## config.mk

```make
export PLATFORM = sky130hd
export DESIGN_NAME = alu_mdu
export DESIGN_NICKNAME = d
export VERILOG_FILES = /design/src/rtl/alu_pkg.sv /design/src/rtl/alu_md_iter.sv /design/src/rtl/alu_mdu.sv
export SDC_FILE = /design/constraint.sdc
export NUM_CORES = 1
export LEC_CHECK = 0
export ABC_AREA = 1
export CORE_UTILIZATION = 39
export DETAILED_ROUTE_END_ITERATION = 12
export PLACE_DENSITY = 0.61
export SYNTH_ARGS = -nofsm -noshare
export SYNTH_HDL_FRONTEND = slang
export SYNTH_SLANG_ARGS = --single-unit
```

## constraint.sdc

```tcl
create_clock -name clk -period 13.61 [get_ports clk]
set_input_delay 2.0415 -clock clk [delete_from_list [all_inputs] [get_ports clk]]
set_output_delay 2.0415 -clock clk [all_outputs]
set_load 0.005 [all_outputs]
```

## src/rtl/alu_pkg.sv

```systemverilog
// Opcodes, FSM states and opcode-class helpers shared by the alu_mdu execution unit.
package alu_pkg;

  localparam logic [4:0] OP_AND   = 5'b00000;
  localparam logic [4:0] OP_OR    = 5'b00001;
  localparam logic [4:0] OP_ADD   = 5'b00010;
  localparam logic [4:0] OP_XOR   = 5'b00011;
  localparam logic [4:0] OP_NOR   = 5'b00100;
  localparam logic [4:0] OP_SRL   = 5'b00101;
  localparam logic [4:0] OP_SUB   = 5'b00110;
  localparam logic [4:0] OP_SLT   = 5'b00111;
  localparam logic [4:0] OP_SLL   = 5'b01000;
  localparam logic [4:0] OP_ADDU  = 5'b01001;
  localparam logic [4:0] OP_SUBU  = 5'b01010;
  localparam logic [4:0] OP_SLTU  = 5'b01011;
  localparam logic [4:0] OP_SRA   = 5'b01110;
  localparam logic [4:0] OP_MULT  = 5'b10000;
  localparam logic [4:0] OP_MULTU = 5'b10001;
  localparam logic [4:0] OP_DIV   = 5'b10010;
  localparam logic [4:0] OP_DIVU  = 5'b10011;

  typedef enum logic [1:0] {S_IDLE, S_BUSY, S_DONE} state_t;

  function automatic logic is_mul(input logic [4:0] op);
    return (op == OP_MULT) || (op == OP_MULTU);
  endfunction

  function automatic logic is_div(input logic [4:0] op);
    return (op == OP_DIV) || (op == OP_DIVU);
  endfunction

endpackage

```

## src/rtl/alu_md_iter.sv

```systemverilog
// Iterative one-bit-per-cycle multiply (shift-add) and divide (restoring) engine.
// The divider datapath exists only when ALU_MDU_DIV_EN is defined.
module alu_md_iter import alu_pkg::*; #(
  parameter int WIDTH = 32
) (
  input  logic             clk,
  input  logic             rst,
  input  logic             start,
  input  logic [4:0]       op,
  input  logic [WIDTH-1:0] a,
  input  logic [WIDTH-1:0] b,
  output logic             done,
  output logic [WIDTH-1:0] lo,
  output logic [WIDTH-1:0] hi
);
  localparam int CNT_W = $clog2(WIDTH);

  logic               busy_q;
  logic [CNT_W-1:0]   cnt_q;
  logic [WIDTH-1:0]   acc_q, acc_d, sh_q, sh_d, d_q;
  logic               neg_lo_q;
  logic               sgn, is_d;
  logic [WIDTH-1:0]   mag_a, mag_b;
  logic [WIDTH:0]     sum;
  logic [2*WIDTH-1:0] prod;
`ifdef ALU_MDU_DIV_EN
  logic               div_q, neg_hi_q;
  logic [WIDTH:0]     rem_sh, diff;
  assign is_d = is_div(op);
`else
  assign is_d = 1'b0;
`endif

  assign sgn   = (op == OP_MULT) || (op == OP_DIV);
  assign mag_a = (sgn && a[WIDTH-1]) ? -a : a;
  assign mag_b = (sgn && b[WIDTH-1]) ? -b : b;
  // Final step's result is presented combinationally so the top can register it on that edge.
  assign done  = busy_q && (cnt_q == '0);

  always_comb begin
    sum   = {1'b0, acc_q} + (sh_q[0] ? {1'b0, d_q} : '0);
    acc_d = sum[WIDTH:1];
    sh_d  = {sum[0], sh_q[WIDTH-1:1]};
`ifdef ALU_MDU_DIV_EN
    rem_sh = {acc_q, sh_q[WIDTH-1]};
    diff   = rem_sh - {1'b0, d_q};
    if (div_q) begin
      acc_d = diff[WIDTH] ? rem_sh[WIDTH-1:0] : diff[WIDTH-1:0];
      sh_d  = {sh_q[WIDTH-2:0], ~diff[WIDTH]};
    end
`endif
    prod = {acc_d, sh_d};
    if (neg_lo_q) prod = -prod;
    {hi, lo} = prod;
`ifdef ALU_MDU_DIV_EN
    if (div_q) begin
      lo = neg_lo_q ? -sh_d : sh_d;
      hi = neg_hi_q ? -acc_d : acc_d;
    end
`endif
  end

  always_ff @(posedge clk or posedge rst) begin
    if (rst) begin
      busy_q   <= 1'b0;
      cnt_q    <= '0;
      acc_q    <= '0;
      sh_q     <= '0;
      d_q      <= '0;
      neg_lo_q <= 1'b0;
`ifdef ALU_MDU_DIV_EN
      div_q    <= 1'b0;
      neg_hi_q <= 1'b0;
`endif
    end else if (start) begin
      busy_q   <= 1'b1;
      cnt_q    <= CNT_W'(WIDTH - 1);
      acc_q    <= '0;
      sh_q     <= is_d ? mag_a : mag_b;
      d_q      <= is_d ? mag_b : mag_a;
      // Divide-by-zero keeps the all-ones quotient unsigned.
      neg_lo_q <= sgn && (a[WIDTH-1] ^ b[WIDTH-1]) && !(is_d && (b == '0));
`ifdef ALU_MDU_DIV_EN
      div_q    <= is_d;
      neg_hi_q <= sgn && a[WIDTH-1];
`endif
    end else if (busy_q) begin
      acc_q <= acc_d;
      sh_q  <= sh_d;
      if (cnt_q == '0) busy_q <= 1'b0;
      else             cnt_q  <= cnt_q - CNT_W'(1);
    end
  end

endmodule

```

## src/rtl/alu_mdu.sv

```systemverilog
// Handshaked EX-stage ALU with iterative multiply/divide; divider built only
// when ALU_MDU_DIV_EN is defined, otherwise DIV/DIVU flag overflow in one cycle.
module alu_mdu import alu_pkg::*; #(
  parameter int WIDTH   = 32,
  parameter int SHAMT_W = $clog2(WIDTH)
) (
  input  logic               clk,
  input  logic               rst,
  input  logic               in_valid,
  output logic               in_ready,
  input  logic [4:0]         op,
  input  logic [WIDTH-1:0]   a,
  input  logic [WIDTH-1:0]   b,
  input  logic [SHAMT_W-1:0] shamt,
  output logic               out_valid,
  input  logic               out_ready,
  output logic [WIDTH-1:0]   res,
  output logic [WIDTH-1:0]   hi,
  output logic               zero,
  output logic               overflow
);
  state_t           state;
  logic             accept, md_op, md_done;
  logic [WIDTH-1:0] sum, dif, alu_res, md_lo, md_hi;
  logic             alu_ovf;

  assign in_ready = (state == S_IDLE) || ((state == S_DONE) && out_ready);
  assign accept   = in_valid && in_ready;
`ifdef ALU_MDU_DIV_EN
  assign md_op    = is_mul(op) || is_div(op);
`else
  assign md_op    = is_mul(op);
`endif
  assign sum = a + b;
  assign dif = a - b;

  always_comb begin
    alu_res = sum;
    alu_ovf = (a[WIDTH-1] == b[WIDTH-1]) && (sum[WIDTH-1] != a[WIDTH-1]);
    case (op)
      OP_AND:  alu_res = a & b;
      OP_OR:   alu_res = a | b;
      OP_XOR:  alu_res = a ^ b;
      OP_NOR:  alu_res = ~(a | b);
      OP_SUB: begin
        alu_res = dif;
        alu_ovf = (a[WIDTH-1] != b[WIDTH-1]) && (dif[WIDTH-1] != a[WIDTH-1]);
      end
      OP_SLT:  begin alu_res = {{(WIDTH-1){1'b0}}, $signed(a) < $signed(b)}; alu_ovf = 1'b0; end
      OP_SLTU: begin alu_res = {{(WIDTH-1){1'b0}}, a < b}; alu_ovf = 1'b0; end
      OP_SRL:  alu_res = b >> shamt;
      OP_SLL:  alu_res = b << shamt;
      OP_SRA:  alu_res = $signed(b) >>> shamt;
      OP_ADDU: alu_ovf = 1'b0;
      OP_SUBU: begin alu_res = dif; alu_ovf = 1'b0; end
`ifndef ALU_MDU_DIV_EN
      OP_DIV, OP_DIVU: begin alu_res = '0; alu_ovf = 1'b1; end
`endif
      default: ;
    endcase
    if (op inside {OP_AND, OP_OR, OP_XOR, OP_NOR, OP_SRL, OP_SLL, OP_SRA}) alu_ovf = 1'b0;
  end

  alu_md_iter #(.WIDTH(WIDTH)) u_md (
    .clk   (clk),
    .rst   (rst),
    .start (accept && md_op),
    .op    (op),
    .a     (a),
    .b     (b),
    .done  (md_done),
    .lo    (md_lo),
    .hi    (md_hi)
  );

  always_ff @(posedge clk or posedge rst) begin
    if (rst) begin
      state     <= S_IDLE;
      out_valid <= 1'b0;
      res       <= '0;
      hi        <= '0;
      zero      <= 1'b1;
      overflow  <= 1'b0;
    end else if (state == S_BUSY) begin
      if (md_done) begin
        state     <= S_DONE;
        out_valid <= 1'b1;
        res       <= md_lo;
        hi        <= md_hi;
        zero      <= (md_lo == '0);
        overflow  <= 1'b0;
      end
    end else if (accept) begin
      if (md_op) begin
        state     <= S_BUSY;
        out_valid <= 1'b0;
      end else begin
        state     <= S_DONE;
        out_valid <= 1'b1;
        res       <= alu_res;
        hi        <= '0;
        zero      <= (alu_res == '0);
        overflow  <= alu_ovf;
      end
    end else if ((state == S_DONE) && out_ready) begin
      state     <= S_IDLE;
      out_valid <= 1'b0;
    end
  end

endmodule

```

==> impl_metrics.json <==
{
  "status": "finished clean",
  "area_growth_pct": 11.2,
  "nFillCells": 6571,
  "place_congestion": 1.08,
  "synth_top_family_by_area": "simple AND/OR/NAND/NOR gates",
  "required_ps": 14020,
  "synth_mux_area_share_pct": 0.0864,
  "numCtsBuffers": 17,
  "cts.sinks": 171,
  "switching_share_pct": 52.4,
  "final_nets": 4359,
  "drc": 0,
  "grt_max_degree": 102,
  "ioPinCount": 146,
  "slowest_delay_ps": 810,
  "first_iter_violations": 3337,
  "ant_nets": 0,
  "final_hold_viol_count": 0,
  "syn-num-nets": 4326,
  "firstDrtPassIters": 6,
  "ys_types": 58,
  "p_per_area_nw_per_um2": 125,
  "clockBufferDepth": 2,
  "cts_hold_buf": 0,
  "end_kind": "register",
  "antenna_found_initial": 10,
  "pwr-share-seq_pct": 24.3,
  "layout.cells.non_filler": 4924,
  "yosys_warnings": 0,
  "path_clk_slew_ps": 80,
  "avgSynthCellArea_um2": 5.64,
  "crit_fanout": 8,
  "cp_num_buf_inv": 4,
  "via_per_inst": 5.80,
  "grt_pass1_vias": 25900,
  "path_depth": 21,
  "period_share_pct": 44.1,
  "cap_viol_max_count": 0,
  "clock-root-buffer": "clkbuf_16",
  "irDropWorstVdd_mv": 0.184,
  "vias": 28600,
  "p_int_uw": 1530,
  "clk_latency_ps": 480,
  "cts_setup_buffers": 0,
  "power_leakage_uw": 0.0132,
  "synth-seq-cells": 171,
  "rsz0062_at_grt": "false",
  "cpMaxStageDelayCell": "clkdlybuf4s50_1",
  "wire_per_inst_um": 24.4,
  "synthSimpleGateAreaFrac_pct": 46.8,
  "hold_path_depth": 2,
  "layout_common_cells": "nand2_1, nand3_1, inv_1",
  "r2r_cells": 20,
  "path_cells": "clkdlybuf4s50_1, inv_1, ha_1, inv_1, nand2_1, inv_1, nand2_1, nor2_1, and2_1, nand2_1, nand2_1, nand2_1, nand3_1, nand2_1, nor2_1, nand2_1, nor2_1, nand2_1, nor2_1, nand3_1, a21oi_1",
  "mostFrequentLayoutCell": "nand2_1",
  "finalWirelength_um": 120000,
  "final_layout_size_suffix_gt1_share_pct": 4.14,
  "die_y_um": 246,
  "portBuffers": 145,
  "core_area_um2": 58200,
  "cts_resized": 0,
  "hp-class": "register to register",
  "path_delay_family": "simple AND/OR/NAND/NOR gates",
  "switchingPower_uw": 1680,
  "clockPowerShare_pct": 16.3,
  "synthXorXnorAreaFrac_pct": 3.27,
  "whs_ps": 479,
  "grt_pass1_wl_um": 173000,
  "dp.cells": 4891,
  "grt_usage_pct": 39.0,
  "yosys.area_share.adder_pct": 7.44,
  "die_w_um": 246,
  "syn_area_um2": 23200,
  "period_minus_slack_ps": 6000,
  "tns_ps": 0,
  "critPathLaunchType": "input port",
  "fp.dieArea_um2": 60400,
  "synth_compound_area_share_pct": 12.4,
  "overflow": 0,
  "row_count": 88,
  "path_common_cell": "nand2_1",
  "cts_tree": "yes",
  "skew_ps": 23.3,
  "cts.htree.levels": 4,
  "slew_headroom_pct": 24.3,
  "max_freq_ghz": 0.167,
  "synth_seq_area_share_pct": 18.5,
  "finalSetupViolCount": 0,
  "syn_inst": 4112,
  "critical_path_arrival_ps": 6420,
  "slew_violations": 0,
  "combPwrFrac_pct": 59.4,
  "criticalPathCategory": "input port to register",
  "tightest_slew_ps": 1130,
  "initial_core_util_pct": 39.8,
  "detailedPlacementHpwl_um": 98400
}
## routing by layer
layer / wire [µm] / vias up / GRT usage (%)
met5: 124 / - / 0
met4: 8050 / 18 / 23.0
met3: 10700 / 345 / 5.88
met2: 52600 / 1548 / 60.7
met1: 48800 / 13200 / 51.0
li1: - / 13400 / -
## Yosys cell counts, drive strengths merged
| cell type | number | area [µm²] |
|---|---|---|
| nand4 | 71 | 457 |
| ha | 133 | 1660 |
| a32o | 2 | 20.0 |
| o211ai | 9 | 67.6 |
| inv | 511 | 1920 |
| clkinv | 2 | 7.51 |
| nor3 | 66 | 398 |
| a21oi | 182 | 922 |
| nand2 | 1258 | 4770 |
| o21ai | 270 | 1360 |
| o211a | 1 | 10.0 |
| buf | 84 | 423 |
| o22ai | 12 | 75.1 |
| o21a | 1 | 7.51 |
| a31o | 1 | 8.76 |
| o311ai | 1 | 8.76 |
| and2 | 13 | 81.3 |
| a21boi | 2 | 15.0 |
| dfrtp | 170 | 4250 |
| xnor2 | 8 | 85.1 |
| o21bai | 11 | 82.6 |
| nand2b | 1 | 6.26 |
| nand3 | 652 | 3290 |
| mux2i | 2 | 20.0 |
| dfstp | 1 | 26.3 |
| fa | 3 | 60.1 |
| o221ai | 26 | 228 |
| nand3b | 11 | 82.6 |
| a21o | 1 | 7.51 |
| and3 | 1 | 6.26 |
| nor2 | 422 | 1670 |
| a22o | 1 | 8.76 |
| o31ai | 1 | 7.51 |
| a31oi | 9 | 56.3 |
| or2 | 7 | 43.8 |
| clkbuf | 83 | 314 |
| xor2 | 75 | 672 |
| nor4 | 8 | 50.1 |
## flip-flops by register name, indices dropped and copies added, names as in the netlist
register / cells
u_md.neg_lo_q: 1
u_md.sh_q: 32
state: 1
zero: 1
out_valid: 1
u_md.busy_q: 1
u_md.acc_q: 32
res: 32
u_md.cnt_q: 5
u_md.d_q: 32
hi: 32
overflow: 1
## metrics by stage
| step | setup WS, ps | area, µm² | utilization, % | power, µW |
|---|---|---|---|---|
| global placement | 7220 | 25100 | 43.2 | 2650 |
| CTS | 7750 | 25800 | 44.2 | 3180 |
| floorplan | 6940 | 23200 | - | 2020 |
| global route | 7410 | 25800 | 44.2 | 3440 |
| detailed placement | 7300 | 25100 | 43.2 | 2650 |
| finish | 7610 | 25800 | 44.2 | 3220 |
## logic make-up after synthesis
logic type               count (synthesis)
flip-flops                             171
multiplexers                             2
adder cells (fa/ha/maj)                136
AO/OA/AOI/OAI                          530
XOR/XNOR                                83
buffers and inverters                  680
AND/OR/NAND/NOR                       2510
## tightest hold or removal path, delay by kind of cell (launching register included)
family	cells	cell delay, ps
flops	1	340
simple gates	2	100
## power groups by stage
stage / Clock [µW] / Sequential [µW] / Combinational (µW)
2_1_floorplan: 0 / 745 / 1270
3_3_place_gp: 0 / 787 / 1860
3_5_place_dp: 0 / 787 / 1860
4_1_cts: 527 / 781 / 1870
5_1_grt: 548 / 802 / 2090
6_report: 525 / 782 / 1910
## area by class of cell
cell class	count	area (µm²)	share of cell area, %
clock inverter	15	195	0.757
tap	765	957	3.71
antenna	1	2.50	0.00971
clock buffer	17	425	1.65
sequential	171	4280	16.6
inverter	513	1930	7.51
timing repair buffer	181	1710	6.62
multi-input combinational	3261	16300	63.1
## worst paths after layout
| check | start | endpoint | slack (ps) |
|---|---|---|---|
| setup / recovery | b[18] | zero$_DFFE_PP1P_ | 7610 |
| hold / removal | res[27]$_DFFE_PP0P_ | res[27]$_DFFE_PP0P_ | 480 |
| setup reg to reg | u_md.sh_q[0]$_DFFE_PP0P_ | hi[31]$_DFFE_PP0P_ | 9570 |
| hold reg to reg | res[27]$_DFFE_PP0P_ | res[27]$_DFFE_PP0P_ | 480 |
| max in group asynchronous | rst | u_md.neg_lo_q$_DFFE_PP0P_ | 10030 |
| min in group asynchronous | rst | hi[27]$_DFFE_PP0P_ | 2100 |
(Power assumes the default switching activity.)
